**src/rtl/low_papr_seq_ctrl_pkg.sv**
```systemverilog
// Shared definitions for the low-PAPR base-sequence sequencer: length encodings,
// legality limits and the 3*phi mod 24 phase table.
package low_papr_seq_ctrl_pkg;

  typedef enum logic [1:0] {
    LenM6  = 2'd0,
    LenM12 = 2'd1,
    LenM18 = 2'd2,
    LenM24 = 2'd3
  } len_sel_e;

  typedef enum logic [1:0] {
    StIdle = 2'd0,
    StRun  = 2'd1,
    StDone = 2'd2
  } state_e;

  localparam logic [4:0] U_MAX     = 5'd29;
  localparam logic [3:0] NCS_MAX   = 4'd11;
  localparam logic [5:0] PHASE_MOD = 6'd24;

  function automatic logic [4:0] seq_len(input logic [1:0] sel);
    logic [4:0] m;
    unique case (len_sel_e'(sel))
      LenM6:   m = 5'd6;
      LenM12:  m = 5'd12;
      LenM18:  m = 5'd18;
      default: m = 5'd24;
    endcase
    return m;
  endfunction

  // ROM code c encodes phi = 2c-3; this returns 3*phi mod 24.
  function automatic logic [4:0] phi3_mod24(input logic [1:0] code);
    logic [4:0] p;
    unique case (code)
      2'b00:   p = 5'd15;
      2'b01:   p = 5'd21;
      2'b10:   p = 5'd3;
      default: p = 5'd9;
    endcase
    return p;
  endfunction

endpackage

```
**src/rtl/low_papr_seq_ctrl_if.sv**
```systemverilog
// Output element stream from the sequencer to the modulator (valid/ready).
interface low_papr_seq_ctrl_if #(
  parameter int unsigned CNT_W = 10,
  parameter int unsigned PH_W  = 5
);
  logic             out_valid;
  logic             out_ready;
  logic [PH_W-1:0]  out_phase;
  logic [CNT_W-1:0] out_idx;
  logic             out_sym_last;
  logic             out_last;

  modport master (
    output out_valid, out_phase, out_idx, out_sym_last, out_last,
    input  out_ready
  );

  modport slave (
    input  out_valid, out_phase, out_idx, out_sym_last, out_last,
    output out_ready
  );
endinterface

```
**src/rtl/low_papr_phase_calc.sv**
```systemverilog
// Combines a ROM phase code with the cyclic-shift ramp into a phase index mod 24.
module low_papr_phase_calc
  import low_papr_seq_ctrl_pkg::*;
(
  input  logic [1:0] code,
  input  logic [4:0] acc,
  output logic [4:0] phase
);
  logic [5:0] sum;

  always_comb begin
    sum   = {1'b0, phi3_mod24(code)} + {1'b0, acc};
    phase = (sum >= PHASE_MOD) ? 5'(sum - PHASE_MOD) : sum[4:0];
  end
endmodule

```
**src/rtl/low_papr_seq_ctrl.sv**
```systemverilog
// Walks the low-PAPR phase ROM for one or more repetitions and streams phase indices
// through a single-stage output register.
module low_papr_seq_ctrl
  import low_papr_seq_ctrl_pkg::*;
#(
  parameter int unsigned CNT_W = 10,
  parameter int unsigned PH_W  = 5
) (
  input  logic             clk,
  input  logic             rst,
  input  logic             start,
  input  logic [4:0]       u_in,
  input  logic [1:0]       len_sel,
  input  logic [3:0]       n_cs,
  input  logic [1:0]       n_rep,
  output logic             busy,
  output logic             done,
  output logic             err,
  output logic [4:0]       rom_u,
  output logic [1:0]       rom_sel,
  output logic [CNT_W-1:0] rom_counter,
  input  logic [1:0]       rom_phi,
  low_papr_seq_ctrl_if.master dout
);
  state_e           state_q, state_d;
  logic [4:0]       u_q;
  logic [1:0]       sel_q, nrep_q, rep_q;
  logic [3:0]       ncs_q;
  logic [CNT_W-1:0] counter_q, idx_q;
  logic [4:0]       acc_q, acc_next, phase_w;
  logic [5:0]       acc_sum;
  logic             fin_q, err_q, valid_q, sym_last_q, last_q;
  logic [PH_W-1:0]  phase_q;

  logic       idle_start, legal, accept, load, hs, last_elem, final_elem;
  logic [1:0] cur_sel, cur_nrep;
  logic [3:0] cur_ncs;

  // On the accepting cycle the raw inputs feed the ROM and datapath so that
  // element 0 is registered at the start edge (latency 1).
  always_comb begin
    idle_start = (state_q == StIdle) && start;
    legal      = (u_in <= U_MAX) && (n_cs <= NCS_MAX);
    accept     = idle_start && legal;
    cur_sel    = accept ? len_sel : sel_q;
    cur_ncs    = accept ? n_cs : ncs_q;
    cur_nrep   = accept ? n_rep : nrep_q;
    hs         = valid_q && dout.out_ready;
    load       = accept || ((state_q == StRun) && (!valid_q || dout.out_ready) && !fin_q);
    last_elem  = (counter_q == CNT_W'(seq_len(cur_sel) - 5'd1));
    final_elem = last_elem && (rep_q == cur_nrep);
    acc_sum    = {1'b0, acc_q} + {1'b0, cur_ncs, 1'b0};
    acc_next   = (acc_sum >= PHASE_MOD) ? 5'(acc_sum - PHASE_MOD) : acc_sum[4:0];
  end

  low_papr_phase_calc u_phase_calc (
    .code  (rom_phi),
    .acc   (acc_q),
    .phase (phase_w)
  );

  always_comb begin
    state_d = state_q;
    unique case (state_q)
      StIdle:  if (accept) state_d = StRun;
      StRun:   if (hs && last_q) state_d = StDone;
      StDone:  state_d = StIdle;
      default: state_d = StIdle;
    endcase
  end

  always_ff @(posedge clk or posedge rst) begin
    if (rst) state_q <= StIdle;
    else     state_q <= state_d;
  end

  always_ff @(posedge clk or posedge rst) begin
    if (rst) begin
      u_q        <= '0;
      sel_q      <= '0;
      ncs_q      <= '0;
      nrep_q     <= '0;
      rep_q      <= '0;
      counter_q  <= '0;
      acc_q      <= '0;
      fin_q      <= 1'b0;
      err_q      <= 1'b0;
      valid_q    <= 1'b0;
      phase_q    <= '0;
      idx_q      <= '0;
      sym_last_q <= 1'b0;
      last_q     <= 1'b0;
    end else begin
      err_q <= idle_start && !legal;
      if (accept) begin
        u_q    <= u_in;
        sel_q  <= len_sel;
        ncs_q  <= n_cs;
        nrep_q <= n_rep;
        fin_q  <= 1'b0;
      end
      if (load) begin
        valid_q    <= 1'b1;
        phase_q    <= PH_W'(phase_w);
        idx_q      <= counter_q;
        sym_last_q <= last_elem;
        last_q     <= final_elem;
        if (last_elem) begin
          counter_q <= '0;
          acc_q     <= '0;
          rep_q     <= final_elem ? 2'd0 : rep_q + 2'd1;
          fin_q     <= final_elem;
        end else begin
          counter_q <= counter_q + 1'b1;
          acc_q     <= acc_next;
        end
      end else if (hs) begin
        valid_q    <= 1'b0;
        sym_last_q <= 1'b0;
        last_q     <= 1'b0;
      end
    end
  end

  always_comb begin
    busy              = (state_q == StRun);
    done              = (state_q == StDone);
    err               = err_q;
    rom_u             = accept ? u_in : u_q;
    rom_sel           = cur_sel;
    rom_counter       = counter_q;
    dout.out_valid    = valid_q;
    dout.out_phase    = phase_q;
    dout.out_idx      = idx_q;
    dout.out_sym_last = sym_last_q;
    dout.out_last     = last_q;
  end
endmodule

```
**src/flat_wrapper.sv**
```systemverilog
// flat-port wrapper written by rule: the top's interface ports become plain ports
module low_papr_seq_ctrl_flat import low_papr_seq_ctrl_pkg::*;
#(
  parameter int unsigned CNT_W = 10,
  parameter int unsigned PH_W  = 5
)
  (clk, rst, start, u_in, len_sel, n_cs, n_rep, busy, done, err, rom_u, rom_sel, rom_counter, rom_phi, dout_out_valid, dout_out_phase, dout_out_idx, dout_out_sym_last, dout_out_last, dout_out_ready);
  low_papr_seq_ctrl_if #(.CNT_W(CNT_W), .PH_W(PH_W)) dout_i ();
  input  logic clk;
  input  logic rst;
  input  logic start;
  input  logic [4:0] u_in;
  input  logic [1:0] len_sel;
  input  logic [3:0] n_cs;
  input  logic [1:0] n_rep;
  output logic busy;
  output logic done;
  output logic err;
  output logic [4:0] rom_u;
  output logic [1:0] rom_sel;
  output logic [CNT_W-1:0] rom_counter;
  input  logic [1:0] rom_phi;
  output wire logic [$bits(dout_i.out_valid)-1:0] dout_out_valid;
  output wire logic [$bits(dout_i.out_phase)-1:0] dout_out_phase;
  output wire logic [$bits(dout_i.out_idx)-1:0] dout_out_idx;
  output wire logic [$bits(dout_i.out_sym_last)-1:0] dout_out_sym_last;
  output wire logic [$bits(dout_i.out_last)-1:0] dout_out_last;
  input wire logic [$bits(dout_i.out_ready)-1:0] dout_out_ready;
  assign dout_out_valid = dout_i.out_valid;
  assign dout_out_phase = dout_i.out_phase;
  assign dout_out_idx = dout_i.out_idx;
  assign dout_out_sym_last = dout_i.out_sym_last;
  assign dout_out_last = dout_i.out_last;
  assign dout_i.out_ready = dout_out_ready;
  low_papr_seq_ctrl #(.CNT_W(CNT_W), .PH_W(PH_W)) u_core (.clk(clk), .rst(rst), .start(start), .u_in(u_in), .len_sel(len_sel), .n_cs(n_cs), .n_rep(n_rep), .busy(busy), .done(done), .err(err), .rom_u(rom_u), .rom_sel(rom_sel), .rom_counter(rom_counter), .rom_phi(rom_phi), .dout(dout_i));
endmodule
```
**config.mk**
```make
export PLATFORM = sky130hd
export DESIGN_NAME = low_papr_seq_ctrl_flat
export DESIGN_NICKNAME = d
export VERILOG_FILES = /design/src/rtl/low_papr_seq_ctrl_pkg.sv /design/src/rtl/low_papr_seq_ctrl_if.sv /design/src/rtl/low_papr_phase_calc.sv /design/src/rtl/low_papr_seq_ctrl.sv /design/src/flat_wrapper.sv
export SDC_FILE = /design/constraint.sdc
export NUM_CORES = 1
export LEC_CHECK = 0
export CAP_MARGIN = 30
export CORE_MARGIN = 10
export CORE_UTILIZATION = 40
export DETAILED_ROUTE_END_ITERATION = 6
export PLACE_DENSITY = 0.68
export SLEW_MARGIN = 20
export SYNTH_ARGS = -nofsm -noshare
export SYNTH_HDL_FRONTEND = slang
export SYNTH_SLANG_ARGS = --single-unit
```
**constraint.sdc**
```tcl
create_clock -name clk -period 3.24 [get_ports clk]
set_input_delay 0.648 -clock clk [delete_from_list [all_inputs] [get_ports clk]]
set_output_delay 0.648 -clock clk [all_outputs]
set_load 0.005 [all_outputs]
```
======== Yosys cells after proc, flatten, opt, wreduce, memory -nomap -nowiden ========
Index checks and enable logic that the tools add are counted.
storage, ports and cells
  logic and storage cells ................. 77
  bits in registers ....................... 52
operators by class
  magnitude comparators ................... 4
  reduce and logical (&&, ||, !) cells .... 20
  eq/ne operators ......................... 10
  add/subtract/negate cells ............... 7
  muxes and demuxes ....................... 21
operator list
  cell                                                                   count
  5-bit one-hot mux with 3 select lines                                  2
  5-bit 2-to-1 mux                                                       4
  5-bit by 5-bit adder with 6-bit output                                 2
  6-bit by 5-bit >= comparator with 1-bit output, second input constant  2
  10-bit by 1-bit adder with 10-bit output, second input constant        1
  10-bit == test                                                         1
  10-bit 2-to-1 mux                                                      1
  2-bit 2-to-1 mux                                                       5
  5-bit subtractor, second input constant                                2
  1-bit logical AND                                                      9
  1-bit 2-to-1 mux                                                       7
  2-bit by 1-bit == test with 1-bit output, second input constant        3
  2-bit == test, second input constant                                   3
  2-bit logical NOT                                                      3
  5-bit by 1-bit subtractor with 6-bit output, second input constant     1
  5-bit <= comparator, second input constant                             1
  4-bit <= comparator, second input constant                             1
  4-bit 2-to-1 mux                                                       1
  2-bit by 1-bit != test with 1-bit output, second input constant        2
  2-bit one-hot mux with 2 select lines                                  1
  2-bit AND reduction                                                    2
  1-bit logical NOT                                                      3
  2-bit by 1-bit adder with 2-bit output, second input constant          1
  2-bit == test                                                          1
  other kinds (2)                                                        3

======== Depth between registers and ports, before layout ========
  depth in word-level cells ............... 11
  mapped depth ............................ 11
  mapped depth without buffers ............ 11

======== Cells and area by module ========
From an unflattened synthesis, not the netlist that was laid out.
second synthesis, totals
  cell total of the unflattened synthesis .. 275
  area total of the unflattened synthesis .. 2,839.0 µm²
modules (own cells, without submodules)
  module               times used  area each (µm²)  cells each  seq. area each (µm²)
  low_papr_seq_ctrl    1           2,422.3          223         1,276.2
  low_papr_phase_calc  1           416.6            52          0.0

======== Least setup slack after synthesis ========
Ideal clock, no wire load.
  kind .................................... input -> register
  start ................................... in start
  end ..................................... reg u_core.acc_q[3]
  arrival time ............................ 3.193 ns
  stages .................................. 9
  slack ................................... -0.074 ns
  path through ............................ or3b_4 > nor3_4 > mux2_2 > ha_1 > fa_1 > a21o_1 > a21oi_1 > mux2_2 > a22o_1
between the ends
  elaborated cells on any way between the ends .. 16
  classes of those cells .................. add/sub (3); order compare (1); eq/ne (3); mux (5); reduce/logical (4)
RTL lines
  item                                                                                line                      source
  from (decl)                                                                         flat_wrapper.sv:11        input logic start;
  1-bit logical AND (*)                                                               low_papr_seq_ctrl.sv:42   idle_start = (state_q == StIdle) && start;
  1-bit logical AND (*)                                                               low_papr_seq_ctrl.sv:44   accept = idle_start && legal;
  4-bit 2-to-1 mux (*)                                                                low_papr_seq_ctrl.sv:46   cur_ncs = accept ? n_cs : ncs_q;
  net u_core.cur_ncs[0]                                                               low_papr_seq_ctrl.sv:37   logic [3:0] cur_ncs;
  5-bit by 5-bit adder with 6-bit output (*)                                          low_papr_seq_ctrl.sv:52   acc_sum = {1'b0, acc_q} + {1'b0, cur_ncs, 1'b0};
  5-bit subtractor or 6-bit by 5-bit >= comparator with 1-bit output (tied branches)  low_papr_seq_ctrl.sv:53   acc_next = (acc_sum >= PHASE_MOD) ? 5'(acc_sum - PHASE_MOD) : acc_sum[4:0];
  5-bit 2-to-1 mux (*)                                                                low_papr_seq_ctrl.sv:53
  5-bit 2-to-1 mux (*)                                                                low_papr_seq_ctrl.sv:108  if (last_elem) begin
  to (signal assigned)                                                                low_papr_seq_ctrl.sv:115  acc_q <= acc_next;
  to (decl)                                                                           low_papr_seq_ctrl.sv:30   logic [4:0] acc_q, acc_next, phase_w;
The timed path passes the listed nets; every way through them passes the cells marked *.
A chain may end at the register's enable or synchronous reset.

======== Final worst setup path ========
  start ................................... in n_cs[3]
  end ..................................... reg u_core.acc_q[3]
between the ends
  elaborated cells on any way between the ends .. 17
  classes of those cells .................. add/sub (3); order compare (2); eq/ne (3); mux (5); reduce/logical (4)
RTL lines
  item                                                                                line                      source
  from (decl)                                                                         flat_wrapper.sv:14        input logic [3:0] n_cs;
  4-bit <= comparator (*)                                                             low_papr_seq_ctrl.sv:43   legal = (u_in <= U_MAX) && (n_cs <= NCS_MAX);
  1-bit logical AND (*)                                                               low_papr_seq_ctrl.sv:43
  1-bit logical AND (*)                                                               low_papr_seq_ctrl.sv:44
  4-bit 2-to-1 mux (*)                                                                low_papr_seq_ctrl.sv:46
  net u_core.cur_ncs[1]                                                               low_papr_seq_ctrl.sv:37
  5-bit by 5-bit adder with 6-bit output (*)                                          low_papr_seq_ctrl.sv:52
  5-bit subtractor or 6-bit by 5-bit >= comparator with 1-bit output (tied branches)  low_papr_seq_ctrl.sv:53
  5-bit 2-to-1 mux (*)                                                                low_papr_seq_ctrl.sv:53
  5-bit 2-to-1 mux (*)                                                                low_papr_seq_ctrl.sv:108
Marks and branches as above.

==> flow_summary.ini <==
[die]
die_area_sq_um = 10100
rows = 29
start_util_pct = 41.0
die_h_microns = 100
die_w_microns = 100
pin_count = 57
core_sq_um = 6310

[run]
cap_violations = 0

[global_route]
grt_overflow = 0
grt_max_degree = 52
grt_pass1_vias = 2029
antenna_found_initial = 0
track_usage_pct = 12.7
grt_pass1_wl_mm = 10.5

[finish]
nFillCells = 580
nNetsFinal = 356
layout-drive-gt1-share_pct = 21.5
antenna_cells = 0
postLayoutCoreUtil_pct = 57.0
area_delta_synth_final_pct = 39.0

[route]
ant_nets = 0
drc = 0
drtPass1Iterations = 4
drt-total-wl_mm = 6.12
num_vias = 1997
viasPerCell = 5.02
drt-initial-drc-count = 57
routedWlPerCell_microns = 15.4

[timing]
slew_headroom_pct = 56.7
min_period_over_period_pct = 96.6
max_freq_ghz = 0.319
clock_skew_ns = 0.00484
finalSetupViolCount = 0
worstMarginPinSlew_ns = 0.649
finalHoldViolCount = 0
holdWs_ns = 0.471
period_needed_ns = 3.13
maxSlewViolCount = 0

[clock_tree]
cts_sinks = 51
clk_latency_ns = 0.29
cts-hold-fix-buffers = 0
numCtsBuffers = 5
tritoncts = built
max-clock-path-buffers = 2
clk_pin_slew_ns = 0.08
htree_levels = 2
root_buffer = clkbuf_8

[synth]
syn_avg_cell_area_sq_um = 10.9
yosysWarnings = 0
synth-edff-count = 0
synthesis.area_sq_um = 2590
ys_ff_latch = 51
async_flop_share_pct = 100
yosysTopAreaCellShare_pct = 49.3
ys_seq_area_share_pct = 49.3
synthTopCellsByCount = 51 x dfrtp_1, 33 x nand2_1, 17 x nor2_1, 14 x ha_1, 13 x inv_1
synth_cell_type_count = 46
synth_cells = 238
synthesis.nets = 272
yosysTopAreaCell = dfrtp_1
synth-main-ff-cell = dfrtp_1
post-synth-top-count-cell = dfrtp_1
synth_area_leaders = dfrtp_1 49%, ha_1 6.8%, mux2_2 5.2%, nand2_1 4.8%, xnor2_1 4.1%

[setup_path]
crit_fanout = 4
cp.arrival_ns = 3.32
start_kind = input port
critPathRequiredTime_ns = 3.42
criticalPathCategory = input port to flop
end_kind = flop

[pwr]
vdd_ir_drop_max_v = 0.000641
switching_share_pct = 35.0
p_leak_nw = 1.71
internal_power_mw = 1.88
power_frac_comb_pct = 52.2
switchingPower_mw = 1.01
cellPowerDensity_nw_per_um2 = 805
power_frac_clock_pct = 11.5
power_frac_seq_pct = 36.3

[outcome]
status = completed

[placement]
routabilityCongestion = 0.850
hpwl_mm = 4.67
port_buffers = 56

[hold_path]
hp-class = flop to flop
==> state kept, by name, indices dropped and copies added (netlist names), 2 cells and up <==
signal,flops
u_core.rep_q,2
u_core.u_q,5
u_core.ncs_q,4
u_core.state_q,2
u_core.acc_q,4
u_core.nrep_q,2
u_core.dout.out_idx,10
u_core.sel_q,2
u_core.rom_counter,10
u_core.dout.out_phase,5
==> area by class of cell <==
cell class | instances | area [sq um] | share of cell area, %
Clock buffer | 6 | 72.6 | 2.02
Inverter | 13 | 48.8 | 1.36
Multi-Input combinational cell | 169 | 1330 | 37.0
Sequential cell | 51 | 1280 | 35.5
Tap cell | 77 | 96.3 | 2.68
Timing Repair Buffer | 82 | 772 | 21.5
==> worst max-delay path, cell delays in order <==
cell,delay (ns)
clkdlybuf4s50_1,0.44
and2_1,0.21
nor3_4,0.24
buf_6,0.15
mux2_4,0.31
ha_1,0.27
a21o_1,0.19
a21oi_2,0.17
xnor2_2,0.15
nor2_1,0.07
mux2_2,0.26
a22o_1,0.20
==> cell families (layout without fill, tap and decap cells) <==
kind of cell             after synthesis  in the layout  synth area share [%]
multiplexers                          14             14                  5.99
buffers and inverters                 18            101                  2.66
AND/OR/NAND/NOR                       85             85                  17.1
XOR/XNOR                              17             17                  5.75
AO/OA/AOI/OAI                         38             38                  11.7
adder cells (fa/ha/maj)               15             15                  7.54
flip-flops                            51             51                  49.3
==> what timing repair did <==
item	4_1_cts	5_1_grt
gates resized for setup	18	11
setup endpoints to repair	20	9
pin swaps	9	8
setup buffers	2	3
==> stage by stage <==
step	cells	setup WS, ns	power (mW)	TNS [ns]	instance area [sq um]
floorplan	238	-0.0742	1.83	-0.217	2590
global placement	387	-0.443	2.41	-4.86	3380
detailed placement	387	-0.542	2.46	-6.10	3380
CTS	395	0.00314	2.88	0	3520
global route	398	-0.00198	3.15	-0.00198	3600
finish	398	0.109	2.90	0	3600
==> path summary, 6_finish.rpt <==
path | slack, ns | endpoint | cells after the start | startpoint
worst max register to register | 0.21 | u_core.acc_q[3]$_DFFE_PP0N_ | 11 | u_core.state_q[0]$_DFFE_PP0P_
worst min register to register | 0.47 | u_core.dout.out_idx[3]$_DFFE_PP0N_ | 2 | u_core.dout.out_idx[3]$_DFFE_PP0N_
max in group asynchronous | 1.97 | u_core.u_q[4]$_DFF_PP0_ | 3 | rst
worst max-delay path | 0.11 | u_core.acc_q[3]$_DFFE_PP0N_ | 12 | n_cs[3]
min in group asynchronous | 0.84 | u_core.dout.out_idx[9]$_DFFE_PP0N_ | 3 | rst
worst min-delay path | 0.47 | u_core.dout.out_idx[3]$_DFFE_PP0N_ | 2 | u_core.dout.out_idx[3]$_DFFE_PP0N_
==> per-layer routing <==
metal | share of wire [%] | track usage (%)
met3 | 4.4 | 3.30
met5 | 0 | 0
met4 | 0.87 | 2.93
met1 | 42 | 15.3
met2 | 52 | 22.1
==> layout by cell type, fill, tap and decap left out, drive strengths merged, types with 3 or more instances in the layout <==
master and count:
o21ai 8, dlygate4sd2 3, a22o 5, clkbuf 6, inv 13, dfrtp 51, a21oi 7, clkdlybuf4s50 47
xor2 5, nand3 4, and2 3, nor2 18, nor3 4, nor2b 5, nand4 4, a21o 6
buf 26, ha 14, mux2 12, xnor2 12, dlymetal6s2s 5, nand2 33
==> power groups by stage <==
stage / clock network [mW] / logic (mW) / registers (mW)
6_report: 0.333 / 1.51 / 1.05
5_1_grt: 0.374 / 1.69 / 1.09
4_1_cts: 0.343 / 1.49 / 1.05
3_5_place_dp: 0 / 1.40 / 1.06
3_3_place_gp: 0 / 1.36 / 1.05
2_1_floorplan: 0 / 0.805 / 1.02
No activity file was read; power rests on OpenSTA's default activity.
